## src/rtl/nibble_add_sequencer.sv

```systemverilog
// Sequences a WIDTH-bit add through an external 4-bit ripple-carry slice, LSB nibble first.
// Optional subtract support via `define NIBBLE_ADD_SUB_EN (adds the 1-bit op input).
module nibble_add_sequencer #(
  parameter int WIDTH = 16
) (
  input  logic             clk,
  input  logic             rst,
  input  logic             in_valid,
  output logic             in_ready,
  input  logic [WIDTH-1:0] a,
  input  logic [WIDTH-1:0] b,
  input  logic             cin,
`ifdef NIBBLE_ADD_SUB_EN
  input  logic             op,
`endif
  output logic             out_valid,
  input  logic             out_ready,
  output logic [WIDTH-1:0] sum,
  output logic             cout,
  output logic             ovf,
  output logic             busy,
  output logic [3:0]       add_a,
  output logic [3:0]       add_b,
  output logic             add_cin,
  input  logic [3:0]       add_s,
  input  logic             add_cout
);

  localparam int NIB = WIDTH / 4;
  localparam int IW  = (NIB > 1) ? $clog2(NIB) : 1;
  localparam logic [IW-1:0] IDX_LAST = IW'(NIB - 1);

  typedef enum logic [1:0] {
    S_IDLE = 2'd0,
    S_RUN  = 2'd1,
    S_DONE = 2'd2
  } state_e;

  state_e           state_q, state_d;
  logic [IW-1:0]    idx_q, idx_d;
  logic [WIDTH-1:0] a_q, a_d;
  logic [WIDTH-1:0] b_q, b_d;
  logic             carry_q, carry_d;
  logic [WIDTH-1:0] sum_q, sum_d;
  logic             cout_q, cout_d;
  logic             ovf_q, ovf_d;
  logic             out_valid_q, out_valid_d;
  logic             busy_q, busy_d;
  logic             in_ready_q, in_ready_d;

  logic             accept_s;
  logic             last_s;
  logic [IW+1:0]    bit_ofs_s;
  logic [WIDTH-1:0] b_lat_s;
  logic             cin_lat_s;

  assign accept_s  = (state_q == S_IDLE) && in_valid && in_ready_q;
  assign last_s    = (idx_q == IDX_LAST);
  assign bit_ofs_s = {idx_q, 2'b00};

  // Subtraction is folded in at latch time: store ~B and force the initial carry to 1.
`ifdef NIBBLE_ADD_SUB_EN
  assign b_lat_s   = op ? ~b : b;
  assign cin_lat_s = op ? 1'b1 : cin;
`else
  assign b_lat_s   = b;
  assign cin_lat_s = cin;
`endif

  // Drive the shared adder slice only while stepping through nibbles.
  always_comb begin
    add_a   = 4'h0;
    add_b   = 4'h0;
    add_cin = 1'b0;
    if (state_q == S_RUN) begin
      add_a   = a_q[bit_ofs_s +: 4];
      add_b   = b_q[bit_ofs_s +: 4];
      add_cin = carry_q;
    end else begin
      add_a   = 4'h0;
      add_b   = 4'h0;
      add_cin = 1'b0;
    end
  end

  // FSM next-state logic.
  always_comb begin
    state_d = state_q;
    case (state_q)
      S_IDLE: if (accept_s) state_d = S_RUN;  else state_d = S_IDLE;
      S_RUN:  if (last_s)   state_d = S_DONE; else state_d = S_RUN;
      S_DONE: if (out_ready) state_d = S_IDLE; else state_d = S_DONE;
      default: state_d = S_IDLE;
    endcase
  end

  // Datapath next-state: operand latch, per-nibble sum capture, carry chaining.
  always_comb begin
    idx_d   = idx_q;
    a_d     = a_q;
    b_d     = b_q;
    carry_d = carry_q;
    sum_d   = sum_q;
    cout_d  = cout_q;
    ovf_d   = ovf_q;
    case (state_q)
      S_IDLE: begin
        if (accept_s) begin
          a_d     = a;
          b_d     = b_lat_s;
          carry_d = cin_lat_s;
          idx_d   = '0;
        end else begin
          a_d = a_q;
        end
      end
      S_RUN: begin
        sum_d[bit_ofs_s +: 4] = add_s;
        carry_d               = add_cout;
        if (last_s) begin
          idx_d  = '0;
          cout_d = add_cout;
          ovf_d  = (add_a[3] == add_b[3]) && (add_s[3] != add_a[3]);
        end else begin
          idx_d = idx_q + IW'(1);
        end
      end
      S_DONE: begin
        idx_d = idx_q;
      end
      default: begin
        idx_d = '0;
      end
    endcase
  end

  assign out_valid_d = (state_d == S_DONE);
  assign busy_d      = (state_d != S_IDLE);
  assign in_ready_d  = (state_d == S_IDLE);

  // State and datapath registers.
  always_ff @(posedge clk or posedge rst) begin
    if (rst) begin
      state_q     <= S_IDLE;
      idx_q       <= '0;
      a_q         <= '0;
      b_q         <= '0;
      carry_q     <= 1'b0;
      sum_q       <= '0;
      cout_q      <= 1'b0;
      ovf_q       <= 1'b0;
      out_valid_q <= 1'b0;
      busy_q      <= 1'b0;
      in_ready_q  <= 1'b0;
    end else begin
      state_q     <= state_d;
      idx_q       <= idx_d;
      a_q         <= a_d;
      b_q         <= b_d;
      carry_q     <= carry_d;
      sum_q       <= sum_d;
      cout_q      <= cout_d;
      ovf_q       <= ovf_d;
      out_valid_q <= out_valid_d;
      busy_q      <= busy_d;
      in_ready_q  <= in_ready_d;
    end
  end

  assign in_ready  = in_ready_q;
  assign out_valid = out_valid_q;
  assign busy      = busy_q;
  assign sum       = sum_q;
  assign cout      = cout_q;
  assign ovf       = ovf_q;

endmodule

```

## config.mk

```make
export PLATFORM = sky130hd
export DESIGN_NAME = nibble_add_sequencer
export DESIGN_NICKNAME = d
export VERILOG_FILES = /design/src/rtl/nibble_add_sequencer.sv
export SDC_FILE = /design/constraint.sdc
export NUM_CORES = 1
export LEC_CHECK = 0
export ABC_AREA = 1
export BUFFER_PORTS_ARGS = -buffer_cell sky130_fd_sc_hd__buf_2
export CORE_ASPECT_RATIO = 1.5
export CORE_MARGIN = 5
export CORE_UTILIZATION = 41
export CTS_CLUSTER_SIZE = 8
export DETAILED_ROUTE_END_ITERATION = 6
export GPL_TIMING_DRIVEN = 0
export PLACE_DENSITY = 0.7
export SLEW_MARGIN = 10
export SYNTH_ARGS = -nofsm -noshare
export SYNTH_HDL_FRONTEND = slang
export SYNTH_SLANG_ARGS = --single-unit
```

## constraint.sdc

```tcl
create_clock -name clk -period 1.9 [get_ports clk]
set_input_delay 0.285 -clock clk [delete_from_list [all_inputs] [get_ports clk]]
set_output_delay 0.285 -clock clk [all_outputs]
set_load 0.02 [all_outputs]
```

; Word-level counts from Yosys, hierarchy flattened
; Index checks and enable logic that the tools add are counted.
[word_totals]
wordCells = 49
inputBits = 42
regBits = 58
[op_classes]
n_mux = 13
n_reduce_logical = 11
add_sub_neg = 2
bitwise = 1
shifts = 4
n_eq_ne = 7
[op_table]
columns = operator, count
row1 = indexed part select 16 x 5 -> 4 bit, 2
row2 = bitwise mux 16 bit, 1
row3 = "variable shift 4 x 6 -> 16 bit, first input constant", 1
row4 = indexed part select 4 x 6 -> 16 bit, 1
row5 = case mux 2 bit (3 select lines), 2
row6 = 2-to-1 mux 2 bit, 4
row7 = 2-to-1 mux 4 bit, 2
row8 = AND reduction 2 bit, 4
row9 = "== test 2 bit, second input constant", 3
row10 = negator 4 -> 6 bit, 1
row11 = logical NOT 2 bit, 2
row12 = nonzero test 2 bit, 2
row13 = logical AND 1 bit, 3
row14 = 2-to-1 mux 1 bit, 3
row15 = "adder 2 x 1 -> 2 bit, second input constant", 1
row16 = "== test 2 x 1 -> 1 bit, second input constant", 1
row17 = "inequality test 2 bit, second input constant", 1
row18 = case mux 1 bit (2 select lines), 1
row19 = == test 1 bit, 1
row20 = inequality test 1 bit, 1
row21 = inverter 1 bit, 1

; Depth between registers and ports, before layout
; Gate-level depths: netlist of the first run.
[logic_depth]
word_depth = 6
mapped_depth = 10
mapped_depth_nobuf = 8

; Worst setup path before layout of the first run
; No wires, ideal clock.
[synth_path]
path_kind = flip-flop to flip-flop
startpoint = register idx_q[0]
endpoint = register sum_q[11], in the netlist sum[11]
synth_period_minus_slack_ns = 1.717
slack_ns = 0.183
arrival_time_ns = 1.621
stages_incl_launch_ff = 9
path_buffers = 2
path_cell_list = dfrtp_1 -> buf_2 -> inv_2 -> buf_4 -> ha_1 -> inv_1 -> nor2_1 -> nand3_1 -> o31ai_1
[synth_via]
elab_chain_len = 3
elab_cells_between_ends = 4
classes_between = add/sub (1) / shift (2) / mux (1)
[synth_lines]
columns = item, line
row1 = from (decl), 40  ; logic [IW-1:0] idx_q, idx_d;
row2 = from (signal assigned), 157  ; idx_q <= idx_d;
row3 = negator 4 -> 6 bit *, 118  ; sum_d[bit_ofs_s +: 4] = add_s;
row4 = indexed part select 4 x 6 -> 16 bit or variable shift 4 x 6 -> 16 bit (tied branches), 118
row5 = bitwise mux 16 bit *, 118
row6 = to (signal assigned), 161  ; sum_q <= sum_d;
row7 = to (decl), 44  ; logic [WIDTH-1:0] sum_q, sum_d;
; Mark *: on every way between the ends. The rest lies on a longest branch, timed or not.
; A chain may end at the register's enable or synchronous reset.

; Worst setup path in the final report of the first run
[layout_path]
startpoint = register idx_q[0]
endpoint = output add_b[3]
[layout_via]
elab_chain_len = 2
[layout_lines]
columns = item, line
row1 = indexed part select 16 x 5 -> 4 bit, 77  ; add_b = b_q[bit_ofs_s +: 4];
row2 = 2-to-1 mux 4 bit, 75  ; if (state_q == S_RUN) begin
row3 = to (decl), 23  ; output logic [3:0] add_b,
; Every way passes these cells.

==> flow_metrics.py, run 1 <==
metrics = {
    "power": {
        "power.share.clock_pct": 15.9,
        "pwr-share-seq_pct": 35.2,
        "p_switching_mw": 2.63,
        "p_per_area_nw_per_um2": 1760,
        "ir_drop_mv": 0.601,
        "p_int_mw": 3.32,
        "p_sw_share_pct": 44.2,
        "combinationalPowerShare_pct": 48.9,
        "power.leakage_nw": 1.86,
    },
    "synth": {
        "syn_area_um2": 2660,
        "ys_seq_area_share_pct": 54.5,
        "synth.distinct_cells": 21,
        "syn_area_per_cell_um2": 8.15,
        "syn-num-nets": 373,
        "yosys_warnings": 0,
        "ys_ff_latch": 58,
        "syn_inst": 327,
    },
    "floorplan": {
        "start_util_pct": 41.6,
        "die_w_um": 75.8,
        "rows": 36,
        "io_pins": 72,
        "coreArea_um2": 6400,
        "dieHeight_um": 109,
        "dieArea_um2": 8240,
    },
    "timing": {
        "hold_viol": 13,
        "setup_slack_ns": 0.0754,
        "finalCritPeriodShare_pct": 96.0,
        "max-slew-margin-rel_pct": 61.3,
        "holdWs_ns": -0.00948,
        "slew_violations": 0,
        "tns_ns": 0,
        "setup_viol": 0,
        "skew_ns": 0.00460,
        "worst_slew_pin_slew_ns": 0.580,
        "timing.fmax_mhz": 548,
        "period_minus_slack_ns": 1.82,
    },
    "final_layout": {
        "syn_to_final_growth_pct": 26.9,
        "diodes": 0,
        "final_cell_mix": "nand2_1 (126), buf_2 (74), dfrtp_1 (56)",
        "nNetsFinal": 459,
        "layout_commonest_cell": "nand2_1",
        "fin_area_um2": 3380,
        "layoutNonFillerInstCount": 492,
        "drive_gt1_share_pct": 28.4,
    },
    "worst_setup_path": {
        "r2r-start": "idx_q[0]",
        "worst-setup-path-type": "flip-flop to output pin",
        "cp-start-kind": "flip-flop",
        "path_max_fanout": 11,
        "reg2reg_depth": 7,
        "timing.rr.end": "sum[11]",
        "required_ns": 1.62,
        "endpoint_kind": "output pin",
        "crit_arrival_ns": 1.54,
        "rrSetupSlack_ns": 0.14,
    },
    "worst_hold_path": {
        "hold_path_class": "input port to async pin",
    },
    "place": {
        "dp_hpwl_mm": 5.19,
        "detailedPlace.worstSlack_ns": -0.161,
        "place.gp.congestion": 0.861,
        "io_buffers": 71,
        "placed_area_um2": 3130,
        "dp_cells": 475,
    },
    "grt": {
        "grt_usage_pct": 17.8,
        "antenna_found_initial": 0,
        "grt_pass1_vias": 2379,
        "grt_pass1_wl_mm": 10.9,
        "grt_max_degree": 34,
        "overflow": 0,
    },
    "detailed_routing": {
        "ant_nets": 0,
        "first_pass_iters": 4,
        "post_drt_via_cell_ratio": 4.94,
        "dr.first_iter.drc_count": 126,
        "wl_mm": 6.85,
        "drc": 0,
        "num_vias": 2431,
        "wl_per_cell_um": 13.9,
    },
    "clock_tree": {
        "cts-buffers-inserted": 9,
        "worstSkewPairLatency_ns": 0.35,
        "clock_path_buffers": 2,
        "cts_sinks": 58,
        "hold_buffers": 0,
        "path_clk_slew_ns": 0.06,
        "cts-root-buf": "clkbuf_8",
        "tritoncts": "done",
        "htreeDepth": 3,
    },
    "outcome": {
        "status": "complete, but fails checks",
        "failed_checks": "negative hold slack",
    },
    "run": {
        "drv_cap": 0,
    },
}
-- flip-flops by register name, indices dropped and copies added (netlist names) --
name	cells
a_q	16
b_q	16
busy	1
carry_q	1
cout	1
idx_q	2
in_ready	1
out_valid	1
ovf	1
state_q	2
sum	16
-- power by group through the flow --
stage / registers [mW] / clock network [mW] / logic [mW]
after CTS: 2.10 / 0.959 / 2.80
after global routing: 2.16 / 1.01 / 3.26
final: 2.09 / 0.945 / 2.91
after floorplan: 2.29 / 0 / 1.65
after global placement: 2.08 / 0 / 2.63
after detailed placement: 2.10 / 0 / 2.70
-- critical path, cell delays in order (launching register included) --
cell	delay, ns
dfrtp_2	0.45
inv_2	0.10
buf_6	0.15
nand2_1	0.06
nand3_1	0.09
nand3_1	0.12
inv_1	0.09
buf_4	0.14
-- kinds of logic after synthesis --
| group | count (synthesis) | share of synthesized area (%) |
|---|---|---|
| adder cells (fa/ha/maj) | 4 | 1.88 |
| buffers and inverters | 46 | 7.14 |
| AO/OA/AOI/OAI | 63 | 12.5 |
| flip-flops | 58 | 54.5 |
| AND/OR/NAND/NOR | 156 | 24.0 |
-- layer usage --
metal  global-route usage (%)  up-vias  part of all wire (%)
met1                     21.0     1138                    40
met3                     4.24       14                   5.4
met4                     9.50        0                   3.2
li1                         -     1210                     -
met2                     29.1       69                    52
met5                        0        -                     0
-- per-stage QoR --
stage | util, % | power, mW
global placement | 48.7 | 4.71
floorplan | - | 3.93
CTS | 52.1 | 5.86
global route | 52.8 | 6.42
finish | 52.8 | 5.95
detailed placement | 49.0 | 4.80
-- cell type report --
type	count	area (um^2)
fill	638	3020
tap	76	95.1
clock buffer	14	153
timing repair buffer	78	433
inverter	30	115
buffer	13	86.3
multi-input combinational	223	1040
sequential	58	1450
-- how the worst max path moves through the flow --
stage / from / end / cells after the start
2_1_floorplan: idx_q[0] / sum[11] / 8
3_3_place_gp: rst / a_q[3] / 2
3_5_place_dp: idx_q[0] / sum[11] / 8
4_1_cts: idx_q[0] / add_b[1] / 5
5_1_grt: idx_q[0] / add_b[3] / 7
6_report: idx_q[0] / add_b[3] / 7
-- synth_stat cells (all sizes together) --
cell	n	area, um^2
nor3	1	16.3
o31ai	1	7.51
clkbuf	5	20.0
or2	1	6.26
nand2	127	479
o21ai	42	210
nor2	10	45.0
a21oi	13	65.1
inv	30	113
ha	4	50.1
dfrtp	58	1450
buf	11	57.6
nand3	12	60.1
o211ai	6	45.0
o22ai	1	6.26
nand4	5	31.3
-- repair_timing --
item	CTS	global route
gates cloned	0	0
buffers inserted	4	2
endpoints found under the setup margin	13	8
resized for setup	13	16
pin swaps	2	6
No activity file was read; power rests on OpenSTA's default activity.
==> run 2, diff against run 1 <==
--- a/config.mk
+++ b/config.mk
@@ -12,7 +12,6 @@
 export CORE_UTILIZATION = 41
 export CTS_CLUSTER_SIZE = 8
 export DETAILED_ROUTE_END_ITERATION = 6
-export GPL_TIMING_DRIVEN = 0
 export PLACE_DENSITY = 0.7
 export SLEW_MARGIN = 10
 export SYNTH_ARGS = -nofsm -noshare
==> run 2 against run 1 <==
Net effect: the flow now finishes without violations; utilization unchanged; clock-buffer cell count unchanged; non-clock buffer count decreased by 9; first-iteration DRC count is 36% lower; via count fell by 2.4%; largest cell class unchanged.
==> flow_metrics.py, run 2 (synthesis results as in run 1) <==
metrics = {
    "final_layout": {
        "finish.utilization_pct": 52.8,
        "final_cell_mix": "nand2_1 (126), buf_2 (67), dfrtp_1 (57)",
        "drive_gt1_share_pct": 26.9,
        "layoutNonFillerInstCount": 485,
        "regArea_um2": 1450,
        "nNetsFinal": 450,
        "syn_to_final_growth_pct": 26.9,
        "fillers": 621,
        "layout_commonest_cell": "nand2_1",
        "multi_input_area_um2": 1050,
        "diodes": 0,
    },
    "clock_tree": {
        "path_clk_slew_ns": 0.06,
        "cts-root-buf": "clkbuf_8",
        "cts-buffers-inserted": 9,
        "htreeDepth": 3,
        "clock_path_buffers": 2,
        "worstSkewPairLatency_ns": 0.33,
        "cts_sinks": 58,
        "tritoncts": "done",
    },
    "grt": {
        "grt_pass1_wl_mm": 10.6,
        "grt_max_degree": 31,
        "antenna_found_initial": 0,
        "grt_pass1_vias": 2355,
        "grt_usage_pct": 17.0,
        "overflow": 0,
    },
    "worst_setup_path": {
        "path_buf_inv": 2,
        "crit_arrival_ns": 1.53,
        "cp-start-kind": "flip-flop",
        "cp_slowest_stage_delay_ns": 0.45,
        "worst-setup-path-type": "flip-flop to output pin",
        "required_ns": 1.62,
        "crit_chain": "buf_12 > a21oi_1 > o21ai_0 > a21oi_1 > buf_2",
        "timing.rr.end": "sum[11]",
        "critPathTopFamily": "flip-flops",
        "r2r-start": "idx_q[0]",
        "reg2reg_depth": 6,
        "rrSetupSlack_ns": 0.38,
        "endpoint_kind": "output pin",
        "path_max_fanout": 26,
        "critPathMostFrequentCell": "a21oi_1",
        "critPathSlowestCell": "dfrtp_2",
    },
    "power": {
        "ir_drop_mv": 0.661,
        "power.leakage_nw": 1.85,
        "p_per_area_nw_per_um2": 1770,
    },
    "timing": {
        "timing.fmax_mhz": 551,
        "finalCritPeriodShare_pct": 95.5,
        "holdWs_ns": 0.0368,
        "period_minus_slack_ns": 1.82,
        "hold_viol": 0,
        "tns_ns": 0,
        "skew_ns": 0.00546,
        "slew_violations": 0,
        "max-slew-margin-rel_pct": 57.4,
        "setup_slack_ns": 0.0846,
        "worst_slew_pin_slew_ns": 0.638,
        "setup_viol": 0,
    },
    "detailed_routing": {
        "num_vias": 2373,
        "wl_per_cell_um": 12.8,
        "wl_mm": 6.21,
        "dr.first_iter.drc_count": 81,
        "first_pass_iters": 5,
        "post_drt_via_cell_ratio": 4.89,
        "ant_nets": 0,
        "drc": 0,
    },
    "run": {
        "drv_cap": 0,
    },
    "floorplan": {
        "dieArea_um2": 8240,
        "die_w_um": 75.8,
        "dieHeight_um": 109,
        "io_pins": 72,
        "start_util_pct": 41.6,
        "coreArea_um2": 6400,
        "rows": 36,
    },
    "place": {
        "place.gp.congestion": 0.880,
        "detailedPlace.worstSlack_ns": 0.295,
        "dp_cells": 467,
        "io_buffers": 71,
        "dp_hpwl_mm": 4.70,
    },
    "worst_hold_path": {
        "hold_path_class": "input port to async pin",
    },
    "outcome": {
        "status": "complete, no violations",
    },
}
[run 2: changes by cell type in the layout (fill, tap and decap cells not counted), sizes merged]
cell,before,now
buf,88,82
clkbuf,17,14
bufinv,0,1
clkinv,0,1
[run 2: per-stage QoR]
step / instance area, um^2 / power (mW)
after global routing: 3380 / 6.56
after floorplan: 2660 / 3.93
after CTS: 3320 / 5.91
after detailed placement: 3120 / 4.74
final: 3380 / 5.99
after global placement: 3120 / 4.67
[run 2: where the power goes]
part	leakage [nW]	internal, mW	total, mW	switching, mW
clock	0.101	0.677	1.13	0.452
sequential	0.737	1.81	2.08	0.273
combinational	1.01	0.967	2.78	1.82
total	1.85	3.45	5.99	2.54
[run 2: layer usage]
layer	routed length, um	track usage, %
met5	0	0
met4	87	5.88
met3	320	5.17
met1	2570	21.7
met2	3220	27.0
[run 2: timing repair]
| action | in CTS | in global routing |
|---|---|---|
| setup buffers | 0 | 2 |
| endpoints found under the setup margin | 6 | 8 |
| hold buffers | 0 | 0 |
| pin swaps | 0 | 3 |
| resized for setup | 3 | 16 |
[run 2: worst max path at each step]
stage / start / end / slack [ns] / depth (start not counted)
2_1_floorplan: idx_q[0] / sum[11] / 0.18 / 8
3_3_place_gp: idx_q[0] / add_b[1] / 0.34 / 5
3_5_place_dp: idx_q[0] / add_b[0] / 0.30 / 6
4_1_cts: idx_q[0] / add_b[1] / 0.01 / 5
5_1_grt: idx_q[0] / add_a[1] / -0.02 / 5
6_report: idx_q[0] / add_a[0] / 0.08 / 5
[run 2: final cells by class]
type,count,share of cell area [%]
clock buffers,14,4.81
clock inverters,2,1.04
inverters,30,3.41
multi-input cells,223,31.0
flip-flops and latches,58,43.0
well taps,76,2.81
repair buffers,82,14.0
==> run 3, diff against run 2 <==
--- a/config.mk
+++ b/config.mk
@@ -12,7 +12,7 @@
 export CORE_UTILIZATION = 41
 export CTS_CLUSTER_SIZE = 8
 export DETAILED_ROUTE_END_ITERATION = 6
-export PLACE_DENSITY = 0.7
+export PLACE_DENSITY_LB_ADDON = 0.25
 export SLEW_MARGIN = 10
 export SYNTH_ARGS = -nofsm -noshare
 export SYNTH_HDL_FRONTEND = slang
==> run 3 against run 2 <==
Net effect: cell area fell by 1.7%; worst setup slack got worse by 0.029 ns; hold slack improved by 0.10 ns; fmax fell by 1.6%; via count fell by 1.3%; first-iteration DRC count fell by 19%; clock skew fell by 0.0021 ns; critical path depth rose by 1; sequential cell count did not move; largest cell class unchanged; highest routed layer unchanged.
==> flow_metrics.py, run 3 (synthesis results as in run 1) <==
metrics = {
    "detailed_routing": {
        "drc": 0,
        "num_vias": 2341,
        "dr.first_iter.drc_count": 66,
        "wl_per_cell_um": 13.0,
        "wl_mm": 6.29,
        "first_pass_iters": 4,
        "post_drt_via_cell_ratio": 4.83,
        "ant_nets": 0,
    },
    "worst_setup_path": {
        "timing.rr.end": "sum[11]",
        "required_ns": 1.62,
        "worst-setup-path-type": "flip-flop to output pin",
        "endpoint_kind": "output pin",
        "rrSetupSlack_ns": 0.30,
        "reg2reg_depth": 6,
        "path_max_fanout": 14,
        "cp-start-kind": "flip-flop",
        "r2r-start": "idx_q[0]",
        "crit_arrival_ns": 1.56,
    },
    "clock_tree": {
        "cts-root-buf": "clkbuf_8",
        "cts-buffers-inserted": 9,
        "worstSkewPairLatency_ns": 0.34,
        "path_clk_slew_ns": 0.06,
        "clock_path_buffers": 2,
        "cts_sinks": 58,
        "htreeDepth": 3,
        "tritoncts": "done",
    },
    "timing": {
        "finalCritPeriodShare_pct": 97.1,
        "rsz0062_at_grt": "yes",
        "setup_viol": 0,
        "period_minus_slack_ns": 1.84,
        "hold_viol": 0,
        "skew_ns": 0.00340,
        "max-slew-margin-rel_pct": 69.7,
        "worst_slew_pin_slew_ns": 0.454,
        "slew_violations": 0,
        "timing.fmax_mhz": 542,
    },
    "final_layout": {
        "drive_gt1_share_pct": 25.4,
        "layout_commonest_cell": "nand2_1",
        "nNetsFinal": 450,
        "syn_to_final_growth_pct": 24.8,
        "layoutNonFillerInstCount": 485,
        "diodes": 0,
        "final_cell_mix": "nand2_1 (126), buf_2 (68), dfrtp_1 (57)",
        "fin_area_um2": 3320,
    },
    "worst_hold_path": {
        "worstHoldStart": "a[2]",
        "min_path_cells": 3,
        "worstHoldEndpoint": "a_q[2]",
        "hold_path_class": "input port to flip-flop",
    },
    "grt": {
        "antenna_found_initial": 0,
        "grt.met3_usage_pct": 5.81,
        "overflow": 0,
        "busiest_layer": "met2",
        "grt_usage_pct": 16.7,
        "use_met1_pct": 19.0,
        "gr-usage-met2_pct": 28.0,
        "grt_pass1_wl_mm": 10.3,
        "grt_pass1_vias": 2319,
        "grt_max_degree": 37,
    },
    "run": {
        "drv_cap": 0,
    },
    "power": {
        "report.power.total_mw": 5.79,
        "p_per_area_nw_per_um2": 1740,
        "power.leakage_nw": 1.84,
        "ir_drop_mv": 0.682,
    },
    "place": {
        "io_buffers": 71,
        "place.gp.congestion": 0.804,
        "dp_cells": 468,
        "dp_hpwl_mm": 4.76,
        "placed_area_um2": 3110,
    },
    "floorplan": {
        "io_pins": 72,
        "coreArea_um2": 6400,
        "rows": 36,
        "dieHeight_um": 109,
        "dieArea_um2": 8240,
        "die_w_um": 75.8,
        "start_util_pct": 41.6,
    },
    "outcome": {
        "status": "complete, no violations",
    },
}
==> run 3: layout make-up <==
class                           count  area [um^2]
Clock buffer                       14          173
Fill cell                         667         3070
Multi-Input combinational cell    223         1020
Tap cell                           76         95.1
Inverter                           30          115
Clock inverter                      2         10.0
Timing Repair Buffer               82          455
Sequential cell                    58         1450
==> run 3: critical path, stage by stage (launching register included) <==
cell and delay (ns):
dfrtp_2 0.44, inv_2 0.20, nand2_1 0.10, nand2_1 0.07, nand2_1 0.05, a21oi_1 0.17, buf_2 0.19
==> run 3: worst max-delay path by stage <==
stage | slack, ns | cells past startpoint | startpoint | to
6_report | 0.06 | 6 | idx_q[0] | add_a[3]
5_1_grt | -0.06 | 6 | idx_q[0] | add_a[3]
4_1_cts | 0.002 | 5 | state_q[0] | add_a[3]
3_5_place_dp | 0.32 | 6 | idx_q[0] | sum[11]
3_3_place_gp | 0.40 | 4 | state_q[1] | add_a[2]
2_1_floorplan | 0.18 | 8 | idx_q[0] | sum[11]
==> run 3: power breakdown <==
| group | switching, mW | internal (mW) | total [mW] |
|---|---|---|---|
| registers | 0.275 | 1.81 | 2.08 |
| clock network | 0.460 | 0.576 | 1.04 |
| logic | 1.77 | 0.903 | 2.67 |
==> run 3: repair_timing <==
action                                  in CTS  in global routing
endpoints found under the setup margin       0                  8
hold endpoints to repair                    22                  0
hold buffers                                 1                  0
buffers inserted                             0                  0
gates resized for setup                      0                  9
==> run 3: metrics by stage <==
step	utilization, %	setup slack (ns)	setup TNS (ns)	hold slack [ns]
after floorplan	-	0.183	0	0.392
after global placement	48.7	0.402	0	0.345
after detailed placement	48.7	0.323	0	0.349
after CTS	51.7	0.00168	0	0.124
after global routing	52.0	-0.0633	-0.131	0.140
final	52.0	0.0553	0	0.140
==> run 3: layer usage <==
| metal | wire length (um) | vias to the layer above |
|---|---|---|
| met5 | 0 | - |
| met3 | 443 | 8 |
| li1 | - | 1202 |
| met1 | 2530 | 1064 |
| met2 | 3220 | 67 |
| met4 | 99 | 0 |
